==> src/rtl/uart_pkg.sv <==
// uart_pkg: shared types and limits for uart_core_cfg.
package uart_pkg;
  localparam int MAX_DATA_BITS = 9;
  typedef enum logic [1:0] {PAR_NONE = 2'b00, PAR_EVEN = 2'b01, PAR_ODD = 2'b10} parity_mode_t;
  typedef enum logic [2:0] {TX_IDLE, TX_START, TX_DATA, TX_PARITY, TX_STOP} tx_state_t;
  typedef enum logic [2:0] {RX_IDLE, RX_START, RX_DATA, RX_PARITY, RX_STOP} rx_state_t;
  function automatic logic par_on(input logic [1:0] m);
    return m == PAR_EVEN || m == PAR_ODD;
  endfunction
endpackage

==> src/rtl/uart_baud_tick.sv <==
// uart_baud_tick: oversample tick generator, one tick every baud_div+1 clocks.
module uart_baud_tick #(
  parameter int DIV_W = 16
) (
  input  logic             clk_int,
  input  logic             uart_reset,
  input  logic [DIV_W-1:0] baud_div,
  output logic             tick
);
  logic [DIV_W-1:0] cnt_q, cnt_d;
  always_comb begin
    tick = cnt_q >= baud_div;  // >= so a divisor lowered mid-count wraps at once
    cnt_d = tick ? '0 : cnt_q + 1'b1;
  end
  always_ff @(posedge clk_int)
    if (uart_reset) cnt_q <= '0;
    else cnt_q <= cnt_d;
endmodule

==> src/rtl/uart_core_cfg.sv <==
// uart_core_cfg: configurable full-duplex UART with programmable divisor, parity and stop bits.
// Define UART_RX_MAJORITY_EN for 2-of-3 majority RX sampling around mid-bit.
module uart_core_cfg
  import uart_pkg::*;
#(
  parameter int CLOCK_FREQ = 10000000,
  parameter int DATA_BITS  = 8,
  parameter int OVERSAMPLE = 16,
  parameter int DIV_W      = 16
) (
  input  logic                 clk_int,
  input  logic                 uart_reset,
  input  logic [DIV_W-1:0]     baud_div,
  input  logic [1:0]           parity_mode,
  input  logic                 stop_bits,
  input  logic [DATA_BITS-1:0] uart_transmit_data,
  input  logic                 uart_tx_start,
  output logic                 uart_tx_ready,
  output logic                 uart_tx_d_out,
  input  logic                 uart_rx_d_in,
  output logic [DATA_BITS-1:0] uart_received_data,
  output logic                 uart_rx_valid,
  output logic                 uart_rx_parity_err,
  output logic                 uart_rx_frame_err
);
  localparam int SW = $clog2(OVERSAMPLE);
  localparam int BW = $clog2(MAX_DATA_BITS + 1);
  localparam logic [SW-1:0] SUB_END = SW'(OVERSAMPLE - 1);
  localparam logic [SW-1:0] SUB_MID = SW'(OVERSAMPLE / 2);
  localparam logic [BW-1:0] BIT_END = BW'(DATA_BITS - 1);
`ifdef UART_RX_MAJORITY_EN
  localparam int HW = 2;
`else
  localparam int HW = 1;
`endif
  if (DATA_BITS < 5 || DATA_BITS > MAX_DATA_BITS || OVERSAMPLE < 8 || OVERSAMPLE % 2 != 0 || CLOCK_FREQ <= 0) begin : g_bad_cfg
    $error("uart_core_cfg: illegal parameter set");
  end
  logic tick;
  uart_baud_tick #(.DIV_W(DIV_W)) u_tick (.clk_int(clk_int), .uart_reset(uart_reset), .baud_div(baud_div), .tick(tick));
  tx_state_t tx_state_q, tx_state_d;
  logic [SW-1:0] tx_sub_q, tx_sub_d;
  logic [BW-1:0] tx_bit_q, tx_bit_d;
  logic [DATA_BITS-1:0] tx_shift_q, tx_shift_d;
  logic tx_go_q, tx_go_d, tx_par_q, tx_par_d, tx_par_en_q, tx_par_en_d, tx_stop2_q, tx_stop2_d, tx_end;
  rx_state_t rx_state_q, rx_state_d;
  logic [SW-1:0] rx_sub_q, rx_sub_d;
  logic [BW-1:0] rx_bit_q, rx_bit_d;
  logic [DATA_BITS-1:0] rx_shift_q, rx_shift_d, rx_data_q, rx_data_d;
  logic [HW-1:0] rx_hist_q, rx_hist_d;
  logic rx_s1_q, rx_s2_q, rx_prev_q, rx_hit, rx_smp;
  logic rx_par_bit_q, rx_par_bit_d, rx_par_en_q, rx_par_en_d, rx_odd_q, rx_odd_d;
  logic rx_valid_q, rx_valid_d, rx_perr_q, rx_perr_d, rx_ferr_q, rx_ferr_d;
  always_ff @(posedge clk_int)
    if (uart_reset) begin
      tx_state_q <= TX_IDLE;
      tx_sub_q <= '0;
      tx_bit_q <= '0;
      tx_shift_q <= '0;
      tx_go_q <= 1'b0;
      tx_par_q <= 1'b0;
      tx_par_en_q <= 1'b0;
      tx_stop2_q <= 1'b0;
      rx_state_q <= RX_IDLE;
      rx_sub_q <= '0;
      rx_bit_q <= '0;
      rx_shift_q <= '0;
      rx_data_q <= '0;
      rx_hist_q <= '1;
      {rx_s1_q, rx_s2_q, rx_prev_q} <= 3'b111;
      {rx_par_bit_q, rx_par_en_q, rx_odd_q} <= 3'b000;
      {rx_valid_q, rx_perr_q, rx_ferr_q} <= 3'b000;
    end else begin
      tx_state_q <= tx_state_d;
      tx_sub_q <= tx_sub_d;
      tx_bit_q <= tx_bit_d;
      tx_shift_q <= tx_shift_d;
      tx_go_q <= tx_go_d;
      tx_par_q <= tx_par_d;
      tx_par_en_q <= tx_par_en_d;
      tx_stop2_q <= tx_stop2_d;
      rx_state_q <= rx_state_d;
      rx_sub_q <= rx_sub_d;
      rx_bit_q <= rx_bit_d;
      rx_shift_q <= rx_shift_d;
      rx_data_q <= rx_data_d;
      rx_hist_q <= rx_hist_d;
      {rx_s1_q, rx_s2_q, rx_prev_q} <= {uart_rx_d_in, rx_s1_q, rx_s2_q};
      {rx_par_bit_q, rx_par_en_q, rx_odd_q} <= {rx_par_bit_d, rx_par_en_d, rx_odd_d};
      {rx_valid_q, rx_perr_q, rx_ferr_q} <= {rx_valid_d, rx_perr_d, rx_ferr_d};
    end
  // tx_go marks the first tick after acceptance; bit timing starts there
  assign tx_end = tick && tx_go_q && tx_sub_q == SUB_END;
  always_comb begin
    tx_state_d = tx_state_q;
    tx_sub_d = (tick && tx_go_q) ? (tx_end ? '0 : tx_sub_q + 1'b1) : tx_sub_q;
    tx_bit_d = tx_bit_q;
    tx_shift_d = tx_shift_q;
    tx_go_d = tx_go_q;
    tx_par_d = tx_par_q;
    tx_par_en_d = tx_par_en_q;
    tx_stop2_d = tx_stop2_q;
    case (tx_state_q)
      TX_IDLE: if (uart_tx_start) begin
        tx_state_d = TX_START;
        tx_shift_d = uart_transmit_data;
        tx_par_d = ^uart_transmit_data ^ (parity_mode == PAR_ODD);
        tx_par_en_d = par_on(parity_mode);
        tx_stop2_d = stop_bits;
        tx_go_d = 1'b0;
        tx_sub_d = '0;
      end
      TX_START: if (tick && !tx_go_q) tx_go_d = 1'b1;
        else if (tx_end) begin
          tx_state_d = TX_DATA;
          tx_bit_d = '0;
        end
      TX_DATA: if (tx_end) begin
        tx_shift_d = tx_shift_q >> 1;
        tx_bit_d = tx_bit_q == BIT_END ? '0 : tx_bit_q + 1'b1;
        if (tx_bit_q == BIT_END) tx_state_d = tx_par_en_q ? TX_PARITY : TX_STOP;
      end
      TX_PARITY: if (tx_end) begin
        tx_state_d = TX_STOP;
        tx_bit_d = '0;
      end
      TX_STOP: if (tx_end) begin
        if (tx_stop2_q && tx_bit_q == '0) tx_bit_d = BW'(1);
        else begin
          tx_state_d = TX_IDLE;
          tx_go_d = 1'b0;
        end
      end
      default: tx_state_d = TX_IDLE;
    endcase
  end
  always_comb begin
    uart_tx_ready = tx_state_q == TX_IDLE;
    uart_tx_d_out = tx_state_q == TX_START ? ~tx_go_q :
                    tx_state_q == TX_DATA ? tx_shift_q[0] :
                    tx_state_q == TX_PARITY ? tx_par_q : 1'b1;
  end
  // Decisions fall one tick after mid-bit so both sample modes share timing
`ifdef UART_RX_MAJORITY_EN
  assign rx_smp = (rx_hist_q[1] & rx_hist_q[0]) | (rx_hist_q[1] & rx_s2_q) | (rx_hist_q[0] & rx_s2_q);
`else
  assign rx_smp = rx_hist_q[0];
`endif
  assign rx_hit = tick && rx_sub_q == (rx_state_q == RX_START ? SUB_MID : SUB_END);
  always_comb begin
    rx_hist_d = tick ? HW'({rx_hist_q, rx_s2_q}) : rx_hist_q;
    rx_sub_d = rx_state_q == RX_IDLE ? '0 : rx_hit ? '0 : tick ? rx_sub_q + 1'b1 : rx_sub_q;
    rx_state_d = rx_state_q;
    rx_bit_d = rx_bit_q;
    rx_shift_d = rx_shift_q;
    rx_par_bit_d = rx_par_bit_q;
    rx_par_en_d = rx_par_en_q;
    rx_odd_d = rx_odd_q;
    rx_valid_d = 1'b0;
    rx_data_d = rx_data_q;
    rx_perr_d = rx_perr_q;
    rx_ferr_d = rx_ferr_q;
    case (rx_state_q)
      RX_IDLE: if (rx_prev_q && !rx_s2_q) begin
        rx_state_d = RX_START;
        rx_par_en_d = par_on(parity_mode);
        rx_odd_d = parity_mode == PAR_ODD;
      end
      RX_START: if (rx_hit) begin
        rx_state_d = rx_smp ? RX_IDLE : RX_DATA;
        rx_bit_d = '0;
      end
      RX_DATA: if (rx_hit) begin
        rx_shift_d = {rx_smp, rx_shift_q[DATA_BITS-1:1]};
        rx_bit_d = rx_bit_q + 1'b1;
        if (rx_bit_q == BIT_END) rx_state_d = rx_par_en_q ? RX_PARITY : RX_STOP;
      end
      RX_PARITY: if (rx_hit) begin
        rx_par_bit_d = rx_smp;
        rx_state_d = RX_STOP;
      end
      RX_STOP: if (rx_hit) begin
        rx_valid_d = 1'b1;
        rx_data_d = rx_shift_q;
        rx_perr_d = rx_par_en_q & (rx_par_bit_q ^ (^rx_shift_q) ^ rx_odd_q);
        rx_ferr_d = ~rx_smp;
        rx_state_d = RX_IDLE;
      end
      default: rx_state_d = RX_IDLE;
    endcase
  end
  assign uart_received_data = rx_data_q;
  assign uart_rx_valid = rx_valid_q;
  assign uart_rx_parity_err = rx_perr_q;
  assign uart_rx_frame_err = rx_ferr_q;
endmodule
==> config.mk <==
export PLATFORM = sky130hd
export DESIGN_NAME = uart_core_cfg
export DESIGN_NICKNAME = d
export VERILOG_FILES = /design/src/rtl/uart_pkg.sv /design/src/rtl/uart_baud_tick.sv /design/src/rtl/uart_core_cfg.sv
export SDC_FILE = /design/constraint.sdc
export NUM_CORES = 1
export LEC_CHECK = 0
export BUFFER_PORTS_ARGS = -buffer_cell sky130_fd_sc_hd__buf_2
export CAP_MARGIN = 5
export CORE_MARGIN = 2
export CORE_UTILIZATION = 63
export CTS_CLUSTER_DIAMETER = 120
export DETAILED_ROUTE_END_ITERATION = 10
export PLACE_DENSITY = 0.93
export SLEW_MARGIN = 20
export SYNTH_ARGS = -nofsm -noshare
export SYNTH_HDL_FRONTEND = slang
export SYNTH_SLANG_ARGS = --single-unit
==> constraint.sdc <==
create_clock -name clk_int -period 3.85 [get_ports clk_int]
set_input_delay 0.77 -clock clk_int [delete_from_list [all_inputs] [get_ports clk_int]]
set_output_delay 0.77 -clock clk_int [all_outputs]
set_load 0.02 [all_outputs]
After elaboration in Yosys (flattened, before gate mapping)
Index checks and enable logic that the tools add are counted.
{"block": "totals", "output_inout_bits": 13, "latch_bits": 0, "memories": 0, "mem_bits_rw": 0, "in_bits": 31, "mem_bits_ro": 0, "ff_bits": 76}
{"block": "op_classes", "eq_ne": 30, "reduce_logical": 32, "mux": 46, "bitwise": 7, "multipliers": 0, "magnitude_cmp": 1, "shifts": 0, "n_div": 0, "n_addsub": 5}
{"operator": "2-to-1 mux 3 bit", "count": 17}
{"operator": "2-to-1 mux 4 bit", "count": 12}
{"operator": "inequality test 2 bit, second input constant", "count": 15}
{"operator": "case mux 3 bit (5 select lines)", "count": 2}
{"operator": "adder 16 x 1 -> 16 bit, second input constant", "count": 1}
{"operator": "adder 4 x 1 -> 4 bit, second input constant", "count": 4}
{"operator": ">= comparator 16 bit", "count": 1}
{"operator": "2-to-1 mux 8 bit", "count": 2}
{"operator": "case mux 4 bit (4 select lines)", "count": 1}
{"operator": "case mux 8 bit (2 select lines)", "count": 1}
{"operator": "XOR reduction 8 bit", "count": 2}
{"operator": "equality test 3 x 2 -> 1 bit, second input constant", "count": 4}
{"operator": "AND reduction 2 bit", "count": 5}
{"operator": "AND reduction 5 bit", "count": 2}
{"operator": "equality test 4 x 3 -> 1 bit, second input constant", "count": 2}
{"operator": "2-to-1 mux 1 bit", "count": 8}
{"operator": "case mux 4 bit (2 select lines)", "count": 1}
{"operator": "AND reduction 8 bit", "count": 1}
{"operator": "equality test 3 x 1 -> 1 bit, second input constant", "count": 2}
{"operator": "equality test 3 bit, second input constant", "count": 2}
{"operator": "logical AND 1 bit", "count": 6}
{"operator": "zero test 3 bit", "count": 2}
{"operator": "AND reduction 3 bit", "count": 2}
{"operator": "AND reduction 6 bit", "count": 1}
{"operator": "other kinds (18)", "count": 25}

Depth between registers and ports, before layout
Gate-level depths: netlist (run 1).
{"block": "logic_depth", "ltp_word": 7, "mapped_depth": 10, "ltp_nobuf": 8}

Hierarchy
A second synthesis (run 1) with hierarchy kept.
{"block": "unflattened", "cells_unflattened": 478, "hier_area_um2": 4214.0}
{"module": "uart_core_cfg", "area_per_inst_um2": 2950.3, "seq_area_each_um2": 1201.2, "cells_each": 337, "n_inst": 1}
{"module": "uart_baud_tick", "area_per_inst_um2": 1263.7, "seq_area_each_um2": 320.3, "cells_each": 141, "n_inst": 1}

Worst setup path before layout (run 1)
Ideal clock, no wire load.
{"block": "synth_path", "path_kind": "input -> register", "start": "input baud_div[13]", "end": "register rx_data_q[0], in the netlist uart_received_data[0]", "n_path_buf": 2, "t_required_ns": 3.722, "path_stages": 10, "arrival_time_ns": 2.670, "setup_slack_ns": 1.052, "cell_sequence": "inv_1 ha_1 nand4_2 a211o_1 o32a_1 buf_6 a211oi_4 buf_6 mux2i_1 nor2_1"}
{"block": "synth_between", "elab_chain_len": 3}
{"item": "start: declaration", "line": "uart_core_cfg.sv:13", "rtl": "input logic [DIV_W-1:0] baud_div,"}
{"item": ">= comparator 16 bit", "line": "uart_baud_tick.sv:12", "rtl": "tick = cnt_q >= baud_div;"}
{"item": "logical AND 1 bit", "line": "uart_core_cfg.sv:149", "rtl": "assign rx_hit = tick && rx_sub_q == (rx_state_q == RX_START ? SUB_MID : SUB_END);"}
{"item": "AND reduction 2 bit (no line)"}
{"item": "end signal: assignment", "line": "uart_core_cfg.sv:86", "rtl": "rx_data_q <= rx_data_d;"}
{"item": "end: declaration", "line": "uart_core_cfg.sv:49", "rtl": "logic [DATA_BITS-1:0] rx_shift_q, rx_shift_d, rx_data_q, rx_data_d;"}
No other way between the ends.
A chain may end at the register's enable or synchronous reset.

Final worst setup path (run 1)
{"block": "layout_path", "start": "input baud_div[0]", "end": "register tx_state_q[1]"}
{"block": "layout_between", "elab_chain_len": 5, "elab_cells_between_ends": 10}
{"item": ">= comparator 16 bit (*)", "line": "uart_baud_tick.sv:12"}
{"item": "logical AND 1 bit (2 in series)", "line": "uart_core_cfg.sv:93", "rtl": "assign tx_end = tick && tx_go_q && tx_sub_q == SUB_END;"}
{"item": "inequality test 2 bit (no line)"}
{"item": "AND reduction 8 bit (no line) (*)"}
{"item": "end signal: assignment", "line": "uart_core_cfg.sv:74", "rtl": "tx_state_q <= tx_state_d;"}
{"item": "end: declaration", "line": "uart_core_cfg.sv:41", "rtl": "tx_state_t tx_state_q, tx_state_d;"}
Every way passes the cells marked *; elsewhere a longest branch is shown, timed or not.

==> results of run 1 <==
per-layer routing:
metal  share of wire  global-route usage  routed length (um)
met4           0.024             0.08802                 215
met2            0.50              0.4510                4450
met3           0.053             0.03307                 472
met5               0                   0                   0
met1            0.43              0.3262                3832
critical path, stage by stage:
cell and delay (ns):
buf_2 0.10, ha_1 0.28, nand2b_1 0.13, a2111oi_0 0.72, o32a_1 0.56, a21oi_2 0.27, or4b_1 0.55, nand3_1 0.08
flip-flops by register name (all words and copies together), names as in the netlist, 3 cells and up:
name / count
rx_bit_q: 4
rx_shift_q: 8
rx_state_q: 3
rx_sub_q: 4
tx_bit_q: 4
tx_shift_q: 8
tx_state_q: 3
tx_sub_q: 4
u_tick.cnt_q: 16
uart_received_data: 8
cells by family after synthesis:
| kind of cell | count (synthesis) | synth area share |
|---|---|---|
| flops | 76 | 0.3656 |
| xor+xnor | 33 | 0.06945 |
| buf+inv | 51 | 0.05292 |
| fa+ha+maj | 23 | 0.06915 |
| mux | 29 | 0.06975 |
| compound gates | 90 | 0.1591 |
| simple gates | 173 | 0.2141 |
cell usage in the layout, fill, tap and decap left out, types with 3 or more instances in the layout:
cell type / n
dfxtp_1: 76
nor2_1: 58
buf_2: 43
nand2_1: 31
mux2i_1: 29
inv_1: 27
ha_1: 23
nand3_1: 21
xnor2_1: 20
a21oi_1: 19
o21ai_0: 19
xor2_1: 13
nor3_1: 10
clkbuf_8: 10
nand4_1: 8
and3_1: 7
o311a_1: 7
a211oi_1: 6
o211ai_1: 6
or2_2: 5
nand2b_1: 5
nor2b_1: 4
nand3b_1: 4
inv_6: 3
buf_4: 3
through the flow:
step           cell area (um2)  setup WS [ns]  cells  total power (W)  utilization
2_1_floorplan             4161          1.052    475         0.001009            -
3_3_place_gp              4383         0.4062    574         0.001057       0.6863
3_5_place_dp              4383         0.3135    574         0.001066       0.6863
4_1_cts                   4614         0.6718    590         0.001761       0.7226
5_1_grt                   4614         0.4475    590         0.001823       0.7226
6_report                  4614         0.6692    590         0.001755       0.7226
power groups by stage:
stage | registers, W | logic [W] | clock network [W]
after CTS | 0.000842 | 0.000210 | 0.000709
after floorplan | 0.000843 | 0.000166 | 0
after detailed placement | 0.000860 | 0.000205 | 0
final | 0.000844 | 0.000212 | 0.000700
after global placement | 0.000860 | 0.000197 | 0
after global routing | 0.000847 | 0.000235 | 0.000741
cell type report:
cell class                 instances  area [um2]  share of cell area
clock inverter                     6       93.84             0.02034
multi-input combinational        348        2426              0.5258
clock buffer                      10       137.6             0.02983
tap                               77       96.34             0.02088
sequential                        76        1521              0.3297
timing repair buffer              46       237.7             0.05152
inverter                          27       101.3             0.02196
worst min path at each step:
stage                     cells past startpoint      end  slack [ns]     from
final                                         1  rx_s2_q        0.45  rx_s1_q
after global routing                          1  rx_s2_q        0.44  rx_s1_q
after CTS                                     1  rx_s2_q        0.45  rx_s1_q
after detailed placement                      1  rx_s2_q        0.39  rx_s1_q
after global placement                        1  rx_s2_q        0.40  rx_s1_q
after floorplan                               1  rx_s2_q        0.39  rx_s1_q
==> impl_metrics.yaml, run 1 <==
global_route:
  antenna_found_initial: 0
  grtUsageTotal: 0.2575
  grt_max_degree: 48
  grt_pass1_wl_um: 15210
  grt_pass1_vias: 3292
  grt-ovfl-total: 0
logic_synthesis:
  synth_enable_flop_cells: 0
  netlist_top_cells_count: "dfxtp_1, nor2_1, nand2_1"
  synth_top_area_share: 0.3656
  yosysMostFrequentCell: "dfxtp_1"
  seq_area_frac_synth: 0.3656
  synth_area_um2: 4161
  synthArstFlopShare: 0
  synth-seq-cells: 76
  synth_flop_cell: "dfxtp_1"
  ys_top_cells_by_area: "dfxtp_1, mux2i_1, ha_1"
  yosysWarnings: 0
  yosysTopAreaCell: "dfxtp_1"
  synth_cell_types: 64
  synth_cells: 475
  synth_nets: 529
  syn_area_per_cell_um2: 8.761
worst_setup_path:
  arrival_ns: 3.48
  reg2reg_depth: 8
  crit_type: "in2reg"
  crit_path_end_kind: "register"
  worst-path-max-fanout: 12
  startpoint: "baud_div[0]"
  regToRegEndpoint: "tx_state_q[1]"
  cp_data_required_time_ns: 4.15
  crit_end: "tx_state_q[1]"
  rr_startpoint: "u_tick.cnt_q[0]"
  reg2reg_slack_ns: 0.69
  startpoint_type: "primary input"
timing:
  finalSetupViolCount: 0
  slew_violations: 0
  setup_tns_ns: 0
  hold_violations: 0
  clock_skew_ns: 0.005680
  relSlewSlack: 0.3068
  rsz0062_at_grt: "false"
  whs_ns: 0.4505
  min_period_ns: 3.181
  worst_pin_slew_ns: 1.027
  finalCritPeriodShare: 0.8262
  fmax_mhz: 314.4
detailed_routing:
  drt_iter0_drc: 274
  wl_um: 8971
  drcViolationCount: 0
  drt_first_pass_iters: 9
  detail-route-antenna-nets: 0
  vias_per_cell: 6.112
  wl_per_cell_um: 15.21
  vias: 3606
hold_path:
  hp-class: "reg2reg"
cells_and_area:
  fillers: 468
  drive_above_1_share: 0.1598
  final_nets: 562
  areaGrowthSynthToFinish_pct: 10.88
  antenna_cells: 0
floorplanning:
  io_pins: 44
  start_util: 0.6516
  die-area_um2: 7272
  core_area_um2: 6386
  placementRows: 29
  die_h_um: 85.28
  die_w_um: 85.28
clock_tree:
  post_cts_resized: 0
  cts_hold_buf: 0
  path_clk_slew_ns: 0.08
  htreeDepth: 3
  cts_tree: "done"
  cts_buffers: 9
  postCtsSetupBuffers: 0
  cts.sinks: 76
  clockBufferDepth: 2
  clk_latency_ns: 0.35
  clockRootBuffer: "clkbuf_8"
placement:
  post-dp-hpwl_um: 6009
  portBuffers: 43
  gp_congestion: 0.8664
outcome:
  status: "complete, no violations"
power_and_ir_drop:
  ir_worst_vdd_uv: 301.0
  power.leakage_nw: 1.874
  power.density_nw_per_um2: 380.3
  clkPwrFrac: 0.399
  intPower_w: 0.001289
  power_switching_w: 0.0004666
  sw_frac_of_total: 0.2658
  p_comb_frac: 0.121
  seqPwrFrac: 0.481
flow_run:
  max-cap-violations: 0
Note: power is estimated with default switching activity, not from simulation.
==> inputs of run 2 (changes only) <==
- CORE_UTILIZATION: 63 -> 53
- PLACE_DENSITY: 0.93 -> 0.84
- clock period: 3.85 -> 2.69 ns (I/O delays scaled with it)
==> run 2 against run 1 <==
Design area grew 5.5%. Flip-flop and latch count did not move. Largest cell class unchanged. Sequential share of layout area fell by 1.7 points. Largest power group unchanged.
==> impl_metrics.yaml, run 2 (synthesis gave the netlist of run 1 again) <==
worst_setup_path:
  arrival_ns: 2.81
  cpPeakStageDelay_ns: 0.45
  crit_top_cell: "buf_4"
  worst-path-buf-inv: 2
  worst-path-max-fanout: 11
  crit_chain: "ha_1 -> nand4_1 -> a211o_1 -> o32a_4 -> buf_4 -> a21oi_2 -> buf_4 -> nand4b_1 -> a311oi_1"
  cp_data_required_time_ns: 2.95
  startpoint_type: "register"
  reg2reg_slack_ns: 0.14
  crit_path_end_kind: "register"
  crit_type: "reg2reg"
  cp_slowest_cell: "o32a_4"
  cp_top_family: "compound AO/OA/AOI/OAI gates"
placement:
  gp_congestion: 0.9326
  pre_cts_ws_ns: -0.4201
  dp.cells: 621
  place_area_um2: 4592
  post-dp-hpwl_um: 6475
  portBuffers: 43
floorplanning:
  die_w_um: 92.61
  io_pins: 44
  die_h_um: 92.61
  core_area_um2: 7647
  die-area_um2: 8577
  start_util: 0.5442
  placementRows: 32
clock_tree:
  cts_tree: "done"
  cts_buffers: 9
  path_clk_slew_ns: 0.08
  clockBufferDepth: 2
  cts_hold_buf: 0
  clk_latency_ns: 0.36
  cts.sinks: 76
  clockRootBuffer: "clkbuf_8"
  htreeDepth: 3
timing:
  min_period_ns: 2.546
  hold_violations: 0
  worst_pin_slew_ns: 0.7420
  fmax_mhz: 392.8
  clock_skew_ns: 0.01497
  setup_slack_ns: 0.1443
  finalSetupViolCount: 0
  slew_violations: 0
  finalCritPeriodShare: 0.9464
  relSlewSlack: 0.5048
hold_path:
  hp-class: "in2reg"
detailed_routing:
  drt_first_pass_iters: 4
  vias_per_cell: 5.598
  wl_um: 8989
  drt_iter0_drc: 205
  wl_per_cell_um: 14.05
  drcViolationCount: 0
  vias: 3583
  detail-route-antenna-nets: 0
cells_and_area:
  fin_cells: 640
  largest_reg_flops: 16
  postLayoutCellArea_um2: 4870
  antenna_cells: 0
  areaGrowthSynthToFinish_pct: 17.02
  final_core_util: 0.6368
  layout_common_cells: "dfxtp_1, nor2_1, buf_2, nand2_1, mux2i_1"
  drive_above_1_share: 0.2007
  final_common_cell: "dfxtp_1"
  regMostFlops: "u_tick.cnt_q"
  final_nets: 587
power_and_ir_drop:
  power.density_nw_per_um2: 514.9
  power_w: 0.002507
  power.leakage_nw: 1.998
  ir_worst_vdd_uv: 466.8
global_route:
  grt_pass1_wl_um: 15280
  grtUsageTotal: 0.2185
  grt-ovfl-total: 0
  grt_pass1_vias: 3489
  grt_max_degree: 33
  antenna_found_initial: 0
outcome:
  status: "complete, no violations"
flow_run:
  max-cap-violations: 0
run 2: changes by cell type in the layout (fill, tap and decap cells not counted):
| cell | delta |
|---|---|
| buf_4 | +23 |
| buf_12 | +2 |
| a2111oi_0 | -1 |
| a2111oi_1 | +1 |
| a211oi_2 | -1 |
| a211oi_4 | +1 |
| clkbuf_8 | -1 |
| clkinv_2 | +1 |
| clkinvlp_4 | +1 |
| inv_6 | -1 |
| o32a_1 | -1 |
| o32a_4 | +1 |
run 2: path summary, 6_finish.rpt:
check        cells after the start             to        startpoint
max                              9  tx_state_q[2]  u_tick.cnt_q[10]
min                              2        rx_s1_q      uart_rx_d_in
max reg2reg                      9  tx_state_q[2]  u_tick.cnt_q[10]
min reg2reg                      1        rx_s2_q           rx_s1_q
run 2: repair_timing:
item,4_1_cts,5_1_grt
resized for setup,3,1
endpoints found under the setup margin,25,13
buffers inserted,2,1
pin swaps,1,2
cloned,0,0
run 2: power by group:
part           switching [W]  total (W)  internal, W
Sequential         0.0000297    0.00119      0.00116
Clock               0.000451   0.000978     0.000527
Combinational       0.000190   0.000339     0.000149
run 2: metal layers:
layer	share of wire	GRT usage	up-vias
li1	-	-	1802
met1	0.44	0.2560	1681
met2	0.50	0.3978	88
met3	0.046	0.03580	12
met4	0.011	0.08456	0
met5	0	0	-
run 2: through the flow:
step | hold WS [ns] | TNS, ns
4_1_cts | 0.3594 | 0
3_3_place_gp | 0.3943 | -11.32
3_5_place_dp | 0.4068 | -13.03
2_1_floorplan | 0.3895 | 0
5_1_grt | 0.3592 | -0.0008407
6_report | 0.3670 | 0
run 2: layout make-up:
class                      count  area [um2]
fill                         624        2778
multi-input combinational    348        2447
sequential                    76        1521
timing repair buffer          71       450.4
tap                          102       127.6
clock buffer                   9       123.9
inverter                      27       101.3
clock inverter                 7       97.59
